==> config.mk <==
export PLATFORM = sky130hd
export DESIGN_NAME = multiword_add_seq
export DESIGN_NICKNAME = d
export VERILOG_FILES = /design/src/rtl/multiword_add_seq_pkg.sv /design/src/rtl/multiword_add_seq_cla.sv /design/src/rtl/multiword_add_seq.sv
export SDC_FILE = /design/constraint.sdc
export NUM_CORES = 1
export LEC_CHECK = 0
export CORE_UTILIZATION = 40
export CTS_BUF_LIST = sky130_fd_sc_hd__clkbuf_2 sky130_fd_sc_hd__clkbuf_4 sky130_fd_sc_hd__clkbuf_8
export CTS_CLUSTER_SIZE = 24
export DETAILED_ROUTE_END_ITERATION = 7
export PLACE_DENSITY = 0.66
export SLEW_MARGIN = 20
export SYNTH_ARGS = -nofsm -noshare
export SYNTH_HDL_FRONTEND = slang
export SYNTH_SLANG_ARGS = --single-unit
==> constraint.sdc <==
create_clock -name clk -period 5 [get_ports clk]
set_input_delay 1 -clock clk [delete_from_list [all_inputs] [get_ports clk]]
set_output_delay 1 -clock clk [all_outputs]
set_load 0.03 [all_outputs]
==> src/rtl/multiword_add_seq_pkg.sv <==
// Shared definitions for the multi-word add/subtract sequencer.
package multiword_add_seq_pkg;

  // Default build: four 8-bit slices, giving a 32-bit operation.
  localparam int DEF_WIDTH  = 8;
  localparam int DEF_CHUNKS = 4;

  // Bits needed to index a slice 0..chunks-1 (at least one bit).
  function automatic int cnt_w_for(input int chunks);
    return (chunks > 1) ? $clog2(chunks) : 1;
  endfunction

  // Slice counter width for the default build.
  localparam int CNT_W = $clog2(DEF_CHUNKS);

  // Sequencer states.
  typedef enum logic [1:0] {
    IDLE = 2'd0,
    RUN  = 2'd1,
    DONE = 2'd2
  } state_t;

endpackage

==> src/rtl/multiword_add_seq_cla.sv <==
// WIDTH-bit carry-lookahead adder: every carry is a flat sum of
// generate/propagate products, so no carry ripples through the slice.
module multiword_add_seq_cla #(
  parameter int WIDTH = 8
) (
  input  logic [WIDTH-1:0] a,
  input  logic [WIDTH-1:0] b,
  input  logic             cin,
  output logic [WIDTH-1:0] sum,
  output logic             cout
);

  logic [WIDTH-1:0] g;
  logic [WIDTH-1:0] p;
  logic [WIDTH:0]   c;
  logic             term;
  logic             prop;

  assign g = a & b;
  assign p = a ^ b;

  // Lookahead carries: c[i+1] = g[i] | p[i]g[i-1] | ... | p[i..0]cin.
  always_comb begin
    // NOTE: every variable gets a value before any branch or loop so that no
    // path leaves it unassigned, which would otherwise infer a latch.
    c    = '0;
    term = 1'b0;
    prop = 1'b0;
    c[0] = cin;
    for (int i = 0; i < WIDTH; i++) begin
      // NOTE: combinational blocks use blocking '=' so term/prop accumulate
      // in order within one evaluation; registers elsewhere use '<='.
      term = g[i];
      prop = p[i];
      for (int j = i - 1; j >= 0; j--) begin
        term = term | (prop & g[j]);
        prop = prop & p[j];
      end
      c[i+1] = term | (prop & cin);
    end
  end

  assign sum  = p ^ c[WIDTH-1:0];
  assign cout = c[WIDTH];

endmodule

==> src/rtl/multiword_add_seq.sv <==
// Multi-cycle add/subtract of WIDTH*CHUNKS-bit operands through one shared
// WIDTH-bit CLA, one slice per cycle LSB-first, carry chained in a register.
module multiword_add_seq
  import multiword_add_seq_pkg::*;
#(
  parameter int WIDTH  = DEF_WIDTH,
  parameter int CHUNKS = DEF_CHUNKS
) (
  input  logic                    clk,
  input  logic                    reset_n,
  input  logic                    start_valid,
  output logic                    start_ready,
  input  logic [WIDTH*CHUNKS-1:0] registerA,
  input  logic [WIDTH*CHUNKS-1:0] registerB,
  input  logic                    sub,
  input  logic                    carryIn,
  input  logic                    flush,
  output logic [WIDTH*CHUNKS-1:0] result,
  output logic                    carry_out,
  output logic                    overflow,
  output logic                    done_valid,
  input  logic                    done_ready
);

  localparam int TOTAL = WIDTH * CHUNKS;
  // Counter is never narrower than the package default; widens for more slices.
  localparam int CW = (cnt_w_for(CHUNKS) > CNT_W) ? cnt_w_for(CHUNKS) : CNT_W;
  localparam logic [CW-1:0] LAST = CW'(CHUNKS - 1);

  state_t           state_q;
  state_t           state_d;
  logic             alive_q;
  logic [CW-1:0]    cnt_q;
  logic             carry_q;
  logic [TOTAL-1:0] opa_q;
  logic [TOTAL-1:0] beff_q;
  logic [TOTAL-1:0] result_q;
  logic             carry_out_q;
  logic             overflow_q;
  logic [WIDTH-1:0] slice_a;
  logic [WIDTH-1:0] slice_b;
  logic [WIDTH-1:0] slice_sum;
  logic             slice_cout;
  logic             accept;
  logic             last;

  // alive_q holds start_ready low until the first edge after reset release.
  assign start_ready = alive_q && (state_q == IDLE);
  assign done_valid  = (state_q == DONE);
  // flush outranks a request in IDLE.
  assign accept      = start_valid && start_ready && !flush;
  assign last        = (cnt_q == LAST);

  assign slice_a = opa_q[cnt_q*WIDTH +: WIDTH];
  assign slice_b = beff_q[cnt_q*WIDTH +: WIDTH];

  multiword_add_seq_cla #(
    .WIDTH (WIDTH)
  ) u_cla (
    .a    (slice_a),
    .b    (slice_b),
    .cin  (carry_q),
    .sum  (slice_sum),
    .cout (slice_cout)
  );

  // State register.
  always_ff @(posedge clk or negedge reset_n) begin
    if (!reset_n) begin
      state_q <= IDLE;
    end else begin
      // NOTE: registers take '<=' so every flop samples pre-edge values and
      // simulation matches the synthesized hardware regardless of block order.
      state_q <= state_d;
    end
  end

  // Next state: accept, walk the slices, hold the result, abort on flush.
  always_comb begin
    state_d = state_q;
    unique case (state_q)
      IDLE:    if (accept) state_d = RUN;
      RUN:     if (flush) state_d = IDLE;
               else if (last) state_d = DONE;
      DONE:    if (flush || done_ready) state_d = IDLE;
      default: state_d = IDLE;
    endcase
  end

  // Datapath: capture operands on accept, then write one result slice per cycle.
  always_ff @(posedge clk or negedge reset_n) begin
    if (!reset_n) begin
      // NOTE: the operand registers are reset too; they are a few flops, not
      // a memory array, so a reset costs little and keeps the CLA inputs known.
      alive_q     <= 1'b0;
      cnt_q       <= '0;
      carry_q     <= 1'b0;
      opa_q       <= '0;
      beff_q      <= '0;
      result_q    <= '0;
      carry_out_q <= 1'b0;
      overflow_q  <= 1'b0;
    end else begin
      alive_q <= 1'b1;
      if (accept) begin
        opa_q   <= registerA;
        beff_q  <= sub ? ~registerB : registerB;
        carry_q <= sub | carryIn;
        cnt_q   <= '0;
      end else if ((state_q == RUN) && !flush) begin
        result_q[cnt_q*WIDTH +: WIDTH] <= slice_sum;
        carry_q                        <= slice_cout;
        cnt_q                          <= cnt_q + 1'b1;
        if (last) begin
          carry_out_q <= slice_cout;
          overflow_q  <= (opa_q[TOTAL-1] == beff_q[TOTAL-1]) &&
                         (slice_sum[WIDTH-1] != opa_q[TOTAL-1]);
        end
      end
    end
  end

  assign result    = result_q;
  assign carry_out = carry_out_q;
  assign overflow  = overflow_q;

endmodule
-- Yosys cells after proc, flatten, opt, wreduce, memory -nomap -nowiden
Index checks and enable logic that the tools add are counted.
- bits in registers: 104
- output and inout bits: 36
- add/sub/neg operators: 2
- equality and inequality tests: 8
- shift operators: 4
- muxes and demuxes: 11
- bitwise operators: 106
- reductions and logical operators: 12
- operators with widths (cell ; number):
    $and A1 B1 Y1 ; 64
    $shiftx A32 B6 Y8 ; 2
    $or A1 B1 Y1 ; 37
    $neg A5 Y34 ; 1
    $shift A8 B34 Y32 const A ; 1
    $shiftx A8 B34 Y32 ; 1
    $bwmux W32 ; 1
    $mux W32 ; 1
    $not A32 Y32 ; 1
    $xor A8 B8 Y8 ; 2
    $mux W2 ; 6
    $and A8 B8 Y8 ; 1
    $pmux W2 S3 ; 1
    $reduce_and A3 Y1 ; 2
    $logic_and A1 B1 Y1 ; 5
    $eq A2 B2 Y1 const B ; 2
    $ne A3 B3 Y1 const B ; 1
    $add A2 B1 Y2 const B ; 1
    $eq A2 B1 Y1 const B ; 1
    $logic_not A2 Y1 ; 1
    $mux W1 ; 2
    $ne A2 B1 Y1 const B ; 1
    $ne A2 B2 Y1 const B ; 1
    $reduce_and A2 Y1 ; 1
    6 further kinds ; 6

-- Depth between registers and ports, before layout
- depth in word-level cells: 13
- mapped depth: 9
- mapped depth without buffers: 7

-- Hierarchy
Synthesis repeated with hierarchy kept, for this count alone.
- cells, all modules: 401
- area, all modules: 5167.5 sq um
- by module, submodules not included (module ; times used ; cells each ; area each (sq um) ; seq. area each (sq um)):
    multiword_add_seq ; 1 ; 360 ; 4834.6 ; 2602.5
    multiword_add_seq_cla ; 1 ; 41 ; 332.8 ; 0.0

-- Worst setup path after synthesis
Ideal clock, no wire load.
- kind: flip-flop to flip-flop
- start point: register cnt_q[0]
- end point: register overflow_q, in the netlist overflow
- library setup time: 0.088 ns
- arrival time: 3.279 ns
- slack: 1.633 ns
- cell stages (with the launch flop): 9
- period minus slack after synthesis: 3.367 ns
- cell sequence: dfrtp_1 > buf_1 > mux4_2 > ha_1 > a211oi_2 > nor3_2 > o311a_1 > or4_1 > a41oi_1
- cells in the longest elaborated chain, start to end: 13
- elaborated cells between the ends (all ways): 29
- RTL lines (item ; line ; RTL):
    start, declared ; multiword_add_seq.sv:33 ; logic [CW-1:0] cnt_q;
    start signal, assigned ; multiword_add_seq.sv:113 ; cnt_q <= cnt_q + 1'b1;
    $shiftx A32 B6 Y8 (on tied branches) ; multiword_add_seq.sv:54, multiword_add_seq.sv:55 ;
    $xor A8 B8 Y8 / $and A8 B8 Y8 (equally long branches) ; multiword_add_seq_cla.sv:20, multiword_add_seq_cla.sv:19 ;
    $and A1 B1 Y1 (on tied branches) ; multiword_add_seq_cla.sv:36, multiword_add_seq_cla.sv:37 ;
    $or A1 B1 Y1 (tied with other cells) (5 in a row) ; multiword_add_seq_cla.sv:36 ; term = term | (prop & g[j]);
    $or A1 B1 Y1 / $and A1 B1 Y1 (equally long branches) ; multiword_add_seq_cla.sv:36, multiword_add_seq_cla.sv:39 ;
    $or A1 B1 Y1 ; multiword_add_seq_cla.sv:39 ; c[i+1] = term | (prop & cin);
    $xor A8 B8 Y8 ; multiword_add_seq_cla.sv:43 ; assign sum = p ^ c[WIDTH-1:0];
    $ne A1 B1 Y1 ; multiword_add_seq.sv:117 ; (slice_sum[WIDTH-1] != opa_q[TOTAL-1]);
    $logic_and A1 B1 Y1 ; multiword_add_seq.sv:116 ; overflow_q <= (opa_q[TOTAL-1] == beff_q[TOTAL-1]) &&
    end signal, assigned ; multiword_add_seq.sv:116 ;
    end, declared ; multiword_add_seq.sv:39 ; logic overflow_q;
Parallel ways exist; a longest one is shown, timed or not.
A chain may end at the register's enable or synchronous reset.

-- Final worst setup path
Same ends and word-level chain as after synthesis.

==> run_results.csv <==
group,metric,value,unit
status,status,"complete, no violations",
logic_synthesis,netlist_area,4900,um2
layout,stdcell_count,653,
cts,cts_root_buffer,"clkbuf_8",
sta,worstMarginPinSlew,954,ps
sta,slew_violations,0,
cts,cts_setup_buffers,0,
logic_synthesis,ys_ff_latch,104,
sta,holdWs,480,ps
power_and_ir_drop,vdd_drop_max,0.191,mV
hold_path,hp-class,"flop to flop",
drt,drc,0,
drt,vias_per_cell,5.19,
layout,n_antenna_cell,0,
placement,dpl_worst_slack,1470,ps
sta,fin_setup_tns,0,ps
drt,vias,3389,
cts,cts-hold-fix-buffers,0,
power_and_ir_drop,powerDensity,473,nW/um2
drt,wl_met1,4.66,mm
sta,final.period_utilization,69.3,%
die,io_pins,107,
logic_synthesis,synth_edf_count,0,
drt,met2_length,5.04,mm
placement,place_hpwl,7.91,mm
die,dieArea,12700,um2
die,start_util,41.0,%
logic_synthesis,synthDistinctLibCells,45,
drt,wl_per_cell,16.0,um
layout,drive_gt1_share,14.6,%
worst_setup_path,crit_path_max_fanout,13,
logic_synthesis,postSynthCellCount,400,
worst_setup_path,critPathLaunchType,"flop",
layout,syn_to_final_growth,28.4,%
sta,fin_crit,3470,ps
logic_synthesis,synth.most_common_cell,"dfrtp_1",
drt,dr.pass1.iters,6,
sta,grt_setup_unrepaired,"false",
logic_synthesis,ys.flop_type,"dfrtp_1",
global_route,grt.total_usage,17.7,%
global_route,grt_max_degree,102,
logic_synthesis,synth_area_per_cell,12.3,um2
layout,final_nets,588,
die,die_h,113,um
cts,cts.repair.resized,0,
sta,slew_headroom,36.4,%
cts,tritoncts,"done",
logic_synthesis,synth_area_leaders,"dfrtp_1 (53%), mux2_2 (7.4%), mux4_2 (7.4%), xnor2_1 (6.1%), a22o_1 (4.5%)",
global_route,grt_overflow,0,
die,rows,40,
run,cap_viol_max_count,0,
worst_setup_path,path_class,"flop to flop",
logic_synthesis,synth_largest_area_cell,"dfrtp_1",
cts,cts.sinks,104,
drt,top_layer,"met4",
sta,worst_slack,1530,ps
worst_setup_path,worstPathArrival,3740,ps
cts,h-tree-depth,3,
global_route,grt_antenna_before_repair,0,
logic_synthesis,syn-num-nets,487,
drt,met3_length,531,um
placement,portBuffers,106,
logic_synthesis,synth_top_area_share,53.1,%
cts,cts_buffer_depth,2,
logic_synthesis,ys_warn_count,0,
placement,placed_cells,637,
power_and_ir_drop,leakage,2.65,nW
cts,numCtsBuffers,9,
drt,initialDrtViolationCount,161,
worst_setup_path,required,5270,ps
drt,drtAntennaViolNets,0,
die,coreArea,12000,um2
sta,fmax,289,MHz
sta,skew,11.7,ps
sta,finalHoldViolations,0,
die,die_w,113,um
worst_setup_path,end_kind,"flop",
drt,wirelength,10.4,mm
global_route,grt_pass1_vias,3501,
placement,gp_congestion,0.826,
sta,setup-violations-final,0,
logic_synthesis,async_flop_share,100,%
logic_synthesis,synthTopCellsByCount,"dfrtp_1 (104), nand2_1 (50), o21ai_0 (43)",
logic_synthesis,ys_seq_area_share,53.1,%
cts,clkLatencyLatePin,360,ps
global_route,grt_pass1_wl,17.5,mm
cts,clkSlewWorstSetupHoldPaths,90,ps
[area by class of cell]
class                           count  area [um2]
Fill cell                        1084        5670
Sequential cell                   104        2600
Multi-Input combinational cell    273        2210
Timing Repair Buffer              110        1080
Tap cell                          147         184
Clock buffer                       10         131
Clock inverter                      6        67.6
Inverter                            3        11.3
[power breakdown]
part | switching [mW] | internal [mW]
combinational | 0.704 | 0.585
sequential | 0.148 | 1.01
clock | 0.287 | 0.240
[flip-flops by register name, indices dropped and copies added (netlist names)]
| register | count |
|---|---|
| result | 32 |
| state_q | 2 |
| cnt_q | 2 |
| alive_q | 1 |
| carry_q | 1 |
| opa_q | 32 |
| carry_out | 1 |
| overflow | 1 |
| beff_q | 32 |
[critical path, stage by stage, from the launching register on]
cell and delay [ps]:
dfrtp_1 850, buf_4 340, mux4_2 520, ha_1 370
a211o_1 290, o311a_1 330, or4_1 470, a41oi_1 210
[path summary, 6_finish.rpt]
check	startpoint	to	slack [ps]	depth (start not counted)
min	beff_q[17]	beff_q[17]	480	2
min reg2reg	beff_q[17]	beff_q[17]	480	2
max reg2reg	cnt_q[0]	overflow	1530	7
min in group asynchronous	reset_n	result[13]	710	1
max in group asynchronous	reset_n	beff_q[22]	3290	2
max	cnt_q[0]	overflow	1530	7
[cell families (layout without fill, tap and decap cells)]
| family | after synthesis | count (layout) | share of synthesized area [%] |
|---|---|---|---|
| AOI/OAI and AO/OA | 88 | 88 | 11.9 |
| xor gates and xnor gates | 35 | 35 | 6.25 |
| adders and majority gates | 16 | 16 | 4.24 |
| buffers and inverters | 23 | 129 | 1.79 |
| DFF | 104 | 104 | 53.1 |
| muxes | 48 | 48 | 14.7 |
| other | 1 | 1 | 0.0765 |
| and+or+nand+nor | 85 | 85 | 7.96 |
[placed cells by master (no fill, tap or decap), drive strengths merged, types with 5 or more instances in the layout]
| cell | instances |
|---|---|
| nand2 | 50 |
| clkbuf | 10 |
| o21ai | 44 |
| a22o | 25 |
| mux4 | 16 |
| mux2 | 32 |
| inv | 5 |
| clkdlybuf4s50 | 104 |
| ha | 15 |
| nand3 | 5 |
| xnor2 | 34 |
| nor2 | 11 |
| dfrtp | 104 |
| buf | 6 |
[stage by stage]
stage               cell area [um2]  total power [mW]  utilization, %
floorplan                      4900              2.03               -
global placement               6090              2.43            50.9
detailed placement             6090              2.48            50.9
CTS                            6290              3.00            52.6
global route                   6290              3.17            52.6
finish                         6290              2.98            52.6
[per-layer routing]
layer,track usage (%),vias up
met3,4.28,16
met2,29.3,97
met1,23.1,1638
met4,5.07,0
met5,0,-
li1,-,1638
Power figures use the tool's default switching activity.
